===== src/rtl/uart_rx_fifo_if.sv =====
// Byte stream from the UART receiver into the FIFO, pop/status toward the core.
// UART_RX_FIFO_TIMEOUT_EN adds s_tick and rx_timeout.
interface uart_rx_fifo_if #(
    parameter int DBIT   = 8,
    parameter int ADDR_W = 4
);
    logic              rx_done_tick;
    logic [DBIT-1:0]   rx_dout;
    logic              rd;
    logic              clr_overrun;
    logic [DBIT-1:0]   r_data;
    logic              empty;
    logic              full;
    logic [ADDR_W:0]   count;
    logic              overrun;
`ifdef UART_RX_FIFO_TIMEOUT_EN
    logic              s_tick;
    logic              rx_timeout;

    modport master (
        output rx_done_tick, rx_dout, rd, clr_overrun, s_tick,
        input  r_data, empty, full, count, overrun, rx_timeout
    );
    modport slave (
        input  rx_done_tick, rx_dout, rd, clr_overrun, s_tick,
        output r_data, empty, full, count, overrun, rx_timeout
    );
`else
    modport master (
        output rx_done_tick, rx_dout, rd, clr_overrun,
        input  r_data, empty, full, count, overrun
    );
    modport slave (
        input  rx_done_tick, rx_dout, rd, clr_overrun,
        output r_data, empty, full, count, overrun
    );
`endif
endinterface


===== src/rtl/uart_rx_fifo.sv =====
// Circular FWFT receive FIFO behind the UART receiver with sticky overrun.
// Define UART_RX_FIFO_TIMEOUT_EN for the s_tick-based idle timeout.
module uart_rx_fifo #(
    parameter int DBIT          = 8,
    parameter int ADDR_W        = 4,
    parameter int TIMEOUT_TICKS = 640
) (
    input  logic          clk,
    input  logic          reset,
    uart_rx_fifo_if.slave bus
);
    localparam int DEPTH = 2 ** ADDR_W;
    localparam logic [ADDR_W:0] FULL_CNT = (ADDR_W + 1)'(DEPTH);

    logic [DBIT-1:0]   mem [DEPTH];
    logic [ADDR_W-1:0] wr_ptr;
    logic [ADDR_W-1:0] rd_ptr;
    logic [ADDR_W:0]   cnt;
    logic              ovr;
    logic              is_empty;
    logic              is_full;
    logic              push;
    logic              pop;

    assign is_empty = (cnt == '0);
    assign is_full  = (cnt == FULL_CNT);

    // A full FIFO still accepts a byte when the consumer pops in the same cycle.
    assign push = bus.rx_done_tick & (~is_full | bus.rd);
    assign pop  = bus.rd & ~is_empty;

    always_ff @(posedge clk) begin
        if (reset) begin
            for (int i = 0; i < DEPTH; i++) mem[i] <= '0;
            wr_ptr <= '0;
        end else if (push) begin
            mem[wr_ptr] <= bus.rx_dout;
            wr_ptr      <= wr_ptr + 1'b1;
        end
    end

    always_ff @(posedge clk) begin
        if (reset) begin
            rd_ptr <= '0;
        end else if (pop) begin
            rd_ptr <= rd_ptr + 1'b1;
        end
    end

    always_ff @(posedge clk) begin
        if (reset) begin
            cnt <= '0;
        end else begin
            case ({push, pop})
                2'b10:   cnt <= cnt + 1'b1;
                2'b01:   cnt <= cnt - 1'b1;
                default: cnt <= cnt;
            endcase
        end
    end

    // Setting beats clearing so a drop in the clear cycle is never lost.
    always_ff @(posedge clk) begin
        if (reset) begin
            ovr <= 1'b0;
        end else if (bus.rx_done_tick & is_full & ~bus.rd) begin
            ovr <= 1'b1;
        end else if (bus.clr_overrun) begin
            ovr <= 1'b0;
        end
    end

    assign bus.r_data  = mem[rd_ptr];
    assign bus.empty   = is_empty;
    assign bus.full    = is_full;
    assign bus.count   = cnt;
    assign bus.overrun = ovr;

`ifdef UART_RX_FIFO_TIMEOUT_EN
    localparam int IW = $clog2(TIMEOUT_TICKS + 1);
    localparam logic [IW-1:0] TT = IW'(TIMEOUT_TICKS);

    logic [IW-1:0] idle;

    always_ff @(posedge clk) begin
        if (reset) begin
            idle <= '0;
        end else if (push | pop | is_empty) begin
            idle <= '0;
        end else if (bus.s_tick && idle != TT) begin
            idle <= idle + 1'b1;
        end
    end

    assign bus.rx_timeout = (idle == TT) & ~is_empty;
`endif
endmodule


===== src/flat_wrapper.sv =====
// flat-port wrapper written by rule: the top's interface ports become plain ports
module uart_rx_fifo_flat 
#(
    parameter int DBIT          = 8,
    parameter int ADDR_W        = 4,
    parameter int TIMEOUT_TICKS = 640
)
  (clk, reset, bus_rx_done_tick, bus_rx_dout, bus_rd, bus_clr_overrun, bus_r_data, bus_empty, bus_full, bus_count, bus_overrun);
  uart_rx_fifo_if #(.DBIT(DBIT), .ADDR_W(ADDR_W)) bus_i ();
  input  logic clk;
  input  logic reset;
  input wire logic [$bits(bus_i.rx_done_tick)-1:0] bus_rx_done_tick;
  input wire logic [$bits(bus_i.rx_dout)-1:0] bus_rx_dout;
  input wire logic [$bits(bus_i.rd)-1:0] bus_rd;
  input wire logic [$bits(bus_i.clr_overrun)-1:0] bus_clr_overrun;
  output wire logic [$bits(bus_i.r_data)-1:0] bus_r_data;
  output wire logic [$bits(bus_i.empty)-1:0] bus_empty;
  output wire logic [$bits(bus_i.full)-1:0] bus_full;
  output wire logic [$bits(bus_i.count)-1:0] bus_count;
  output wire logic [$bits(bus_i.overrun)-1:0] bus_overrun;
  assign bus_i.rx_done_tick = bus_rx_done_tick;
  assign bus_i.rx_dout = bus_rx_dout;
  assign bus_i.rd = bus_rd;
  assign bus_i.clr_overrun = bus_clr_overrun;
  assign bus_r_data = bus_i.r_data;
  assign bus_empty = bus_i.empty;
  assign bus_full = bus_i.full;
  assign bus_count = bus_i.count;
  assign bus_overrun = bus_i.overrun;
  uart_rx_fifo #(.DBIT(DBIT), .ADDR_W(ADDR_W), .TIMEOUT_TICKS(TIMEOUT_TICKS)) u_core (.clk(clk), .reset(reset), .bus(bus_i));
endmodule

===== config.mk =====
export PLATFORM = sky130hd
export DESIGN_NAME = uart_rx_fifo_flat
export DESIGN_NICKNAME = d
export VERILOG_FILES = /design/src/rtl/uart_rx_fifo_if.sv /design/src/rtl/uart_rx_fifo.sv /design/src/flat_wrapper.sv
export SDC_FILE = /design/constraint.sdc
export NUM_CORES = 1
export LEC_CHECK = 0
export CAP_MARGIN = 5
export CORE_ASPECT_RATIO = 1.75
export CORE_MARGIN = 2
export CORE_UTILIZATION = 50
export CTS_BUF_LIST = sky130_fd_sc_hd__clkbuf_4
export CTS_CLUSTER_SIZE = 14
export DETAILED_ROUTE_END_ITERATION = 6
export GPL_ROUTABILITY_DRIVEN = 0
export PLACE_DENSITY_LB_ADDON = 0.05
export SYNTH_ARGS = -nofsm -noshare
export SYNTH_HDL_FRONTEND = slang
export SYNTH_SLANG_ARGS = --single-unit

===== constraint.sdc =====
create_clock -name clk -period 4.1 [get_ports clk]
set_input_delay 0.615 -clock clk [delete_from_list [all_inputs] [get_ports clk]]
set_output_delay 0.615 -clock clk [all_outputs]
set_load 0.01 [all_outputs]

Word-level counts from Yosys, hierarchy flattened
Memories as Yosys holds them, arrays and structs flattened. A register that Yosys moved wholly into a read port is not among the register bits.
Cells that the tools add are included.
{"block": "totals", "reg_bits": 14, "mem_bits_rw": 128, "word_cells": 37, "n_memories": 1}
{"block": "op_classes", "add_sub_neg": 4, "eq_ne": 3, "n_mux": 13, "n_bitwise": 8, "n_reduce_logical": 4}
{"memory": "u_core.mem", "depth": 16, "width": 8, "read_ports": 1, "rd_ports_with_merged_regs": 1, "wr": 16, "line": "uart_rx_fifo.sv:15", "source": "logic [DBIT-1:0] mem [DEPTH];"}
{"op": "$mux W4", "count": 3}
{"op": "$pmux W5 S2", "count": 1}
{"op": "$add A4 B1 Y4 const B", "count": 2}
{"op": "$mux W1", "count": 8}
{"op": "$mux W8", "count": 1}
{"op": "$reduce_or A8 Y1", "count": 1}
{"op": "$add A5 B1 Y5 const B", "count": 1}
{"op": "$eq A5 B5 Y1 const B", "count": 1}
{"op": "$logic_not A5 Y1", "count": 1}
{"op": "$sub A5 B1 Y5 const B", "count": 1}
{"op": "$and A1 B1 Y1", "count": 4}
{"op": "$reduce_bool A2 Y1", "count": 2}
{"op": "$not A1 Y1", "count": 3}
{"op": "$eq A2 B1 Y1 const B", "count": 1}
{"op": "$eq A2 B2 Y1 const B", "count": 1}
{"op": "$or A1 B1 Y1", "count": 1}

Depth between registers and ports, before layout
{"block": "depth", "ltp_word": 9, "ltp_mapped": 13}

Least setup slack after synthesis
Ideal clock, no wire load.
{"block": "synth_path", "path_kind": "reg2reg", "from": "register u_core.cnt[1] (netlist: u_core.bus.count[1])", "to": "register u_core.cnt[4] (netlist: u_core.bus.count[4])", "setup_ns": 0.121, "t_arrival_ns": 2.775, "setup_slack_ns": 1.204, "path_stages_with_launch": 13, "path_buffers": 3, "cell_sequence": "dfxtp_1 -> buf_6 -> or4_4 -> buf_6 -> o21ai_1 -> ha_1 -> clkbuf_1 -> xor2_1 -> ha_1 -> and3b_1 -> o21ai_0 -> a31oi_1 -> mux2_2"}
{"block": "synth_between", "elab_chain_len": 6, "elab_cells_between_ends": 13, "cone_classes": "add/sub (2); eq/ne (3); mux (1); bitwise (5); reduce/logical (2)"}
{"element": "start, declared", "line": "uart_rx_fifo.sv:18", "source": "logic [ADDR_W:0] cnt;"}
{"element": "start signal, assigned", "line": "uart_rx_fifo.sv:55", "source": "2'b10: cnt <= cnt + 1'b1;"}
{"element": "start signal, assigned", "line": "uart_rx_fifo.sv:56", "source": "2'b01: cnt <= cnt - 1'b1;"}
{"element": "start signal, assigned", "line": "uart_rx_fifo.sv:57", "source": "default: cnt <= cnt;"}
{"element": "$eq A5 B5 Y1", "line": "uart_rx_fifo.sv:26", "source": "assign is_full = (cnt == FULL_CNT);"}
{"element": "$not A1 Y1", "line": "uart_rx_fifo.sv:29", "source": "assign push = bus.rx_done_tick & (~is_full | bus.rd);"}
{"element": "$or A1 B1 Y1", "line": "uart_rx_fifo.sv:29"}
{"element": "$and A1 B1 Y1", "line": "uart_rx_fifo.sv:29"}
{"element": "$eq A2 B1 Y1 / $eq A2 B2 Y1 (equally long branches)", "line": "uart_rx_fifo.sv:54", "source": "case ({push, pop})"}
{"element": "$pmux W5 S2 / $reduce_bool A2 Y1 (equally long branches)"}
Parallel ways exist; a longest one is shown, timed or not.
A chain may end at the register's enable or synchronous reset.

==> results.toml <==
[timing]
max_slew_margin_pct = 38.72
hold_violations = 0
fmax_mhz = 295.2
min_period_ns = 3.388
worstMarginPinSlew_ns = 0.9164
fin_crit_sh_pct = 82.63
fin_setup_tns_ns = 0
setup_viol = 0
slew_violations = 0
finClkSkew_ns = 0.01531
rsz0062_at_grt = "false"

[setup_path]
r2r-end = "u_core.bus.count[4]"
path_cells = "buf_12 -> mux4_2 -> mux4_2 -> clkdlybuf4s50_1"
worstPathRequired_ns = 3.48
crit_buf_inv = 2
arrival_ns = 2.77
cpPeakStageDelay_ns = 0.60
critical_path.startpoint_type = "register"
crit_fanout = 32
critPathKind = "reg -> out"
path_depth = 4
crit_path_frequent_cell = "mux4_2"
reg2reg_depth = 10
cpLargestDelayFamily = "multiplexers"
crit_path_end_kind = "output port"
cp_slowest_cell = "mux4_2"
reg2reg_slack_ns = 1.13
r2r_start = "u_core.bus.count[3]"

[global_routing]
grt_overflow_total = 0
antenna_found_initial = 1
grt_pass1_wl_um = 23850
grt_pass1_vias = 4184
grt_max_degree = 33
grt_usage_pct = 22.82

[floorplan]
core_area_um2 = 13240
die_w_um = 91.52
start_util_pct = 50.60
core.rowCount = 56
die_area_um2 = 14380
io_pins = 29
die_y_um = 157.2

[clock_tree]
cts_resized = 0
post-cts-setup-buffers = 0
clock-root-buffer = "clkbuf_4"
clock_latency_ns = 0.53
ctsHoldBuffers = 0
cts_tree = "built"
cts_buffer_depth = 2
clkTransAtPathRegs_ns = 0.12
cts_max_level = 4
clock_sinks = 146
cts_buffers = 17

[final_layout]
layout_common_cells = "146 x nor2_1, 128 x edfxtp_1, 40 x mux4_2, 28 x clkdlybuf4s50_1, 20 x clkbuf_4"
drive_gt1_share_pct = 19.73
final_cells = 702
fillers = 1128
syn2layout_area_growth_pct = 10.47
post-route-util_pct = 55.91
final_common_cell = "nor2_1"
nets = 535

[drt]
wl_per_cell_um = 21.63
initialDrtViolationCount = 359
dr.pass1.iters = 5
drt-vias-per-instance = 5.665
postRouteWirelength_um = 15190
drcViolationCount = 0
via_count = 3977
antenna_left = 0

[power]
finalPower_mw = 3.586
pwr_density_cell_nw_per_um2 = 484.4
peakVddDrop_uv = 391.7
p_leak_nw = 2.476

[logic_synthesis]
synth.distinct_cells = 38
syn_avg_cell_area_um2 = 13.87
ys_seq_elements = 146
syn_inst = 483
syn_nets = 504
ys_warn_count = 0
ys_seq_area_share_pct = 62.73
syn_area_um2 = 6701

[min_path]
hold_start = "u_core.wr_ptr[1]"
holdPathEnd = "u_core.wr_ptr[1]"
worstHoldPathType = "reg -> reg"
holdPathStages = 2

[placed_design]
dpl.hpwl_um = 10770
portBuffers = 28
dp_cells = 669

[run]
maxCapViolations = 0

[outcome]
status = "finished, final reports clean"
[where the power goes]
part	leakage, nW	internal [mW]	switching [mW]
registers	1.47	1.71	0.0658
clock network	0.132	0.323	0.522
logic	0.870	0.470	0.498
[worst max-delay path by stage]
stage / startpoint / endpoint / slack (ns)
detailed placement: bus_rd / u_core.bus.count[4] / 0.84
global placement: bus_rd / u_core.bus.count[4] / 0.91
finish: register / bus_r_data[5] / 0.71
floorplan: u_core.bus.count[1] / u_core.bus.count[4] / 1.20
CTS: register / bus_r_data[5] / 0.64
global route: register / bus_r_data[7] / 0.58
[registers in the layout, indices dropped and copies added (netlist names), named ones only]
name and count:
u_core.bus.count 5, u_core.bus.overrun 1, u_core.rd_ptr 4, u_core.wr_ptr 4
u_core.mem 128
[worst min-delay path: cells and delay by family (launching register included)]
| kind | cells | cell delay (ns) |
|---|---|---|
| DFF | 1 | 0.36 |
| AOI/OAI and AO/OA | 1 | 0.06 |
| and+or+nand+nor | 1 | 0.07 |
[area by class of cell]
type	count	area, um2	area share, %
diodes	1	2.502	0.03380
clock buffers	20	150.1	2.028
clock inverters	12	108.9	1.470
inverters	4	15.01	0.2028
multi-input cells	300	2283	30.84
flip-flops and latches	146	4205	56.80
well taps	174	217.7	2.941
repair buffers	45	420.4	5.679
[through the flow]
stage | worst slack, ns | hold slack (ns) | instance area [um2]
floorplan | 1.204 | 0.4772 | 6701
global placement | 0.9149 | 0.5043 | 7142
detailed placement | 0.8420 | 0.5040 | 7142
CTS | 0.6431 | 0.5213 | 7401
global route | 0.5788 | 0.5738 | 7403
finish | 0.7120 | 0.5217 | 7403
[kinds of logic after synthesis]
kind of cell | synth area share, %
compound gates | 3.566
xor+xnor | 1.176
fa+ha+maj | 1.494
buf+inv | 3.193
flops | 62.73
mux | 14.08
simple gates | 13.76
[synth_stat cells, drive strengths merged]
library cell	n	area share [%]
nor2	146	8.2
edfxtp	128	57
mux4	40	13
buf	20	2.2
dfxtp	18	5.4
nand2	17	1.6
o21bai	16	1.8
nor2b	14	1.3
clkbuf	13	0.73
nand3	13	1.2
ha	8	1.5
xor2	8	1.0
o21ai	6	0.45
a21oi	5	0.37
inv	4	0.22
nand4	4	0.37
o211ai	4	0.52
and3	2	0.19
mux2	2	0.34
mux2i	2	0.30
nand2b	2	0.19
a21o	1	0.11
a22oi	1	0.11
a31oi	1	0.093
and3b	1	0.13
nand3b	1	0.11
nor3	1	0.075
o31ai	1	0.11
or2	1	0.13
or3	1	0.093
or4	1	0.17
xnor2	1	0.13
[routing by layer]
metal | vias up | wire length [um] | track usage (%)
met3 | 22 | 556 | 3.877
met1 | 2003 | 5674 | 25.99
met5 | - | 0 | 0
met2 | 124 | 8614 | 41.88
li1 | 1828 | - | -
met4 | 0 | 340 | 9.740
(Power assumes the default switching activity.)
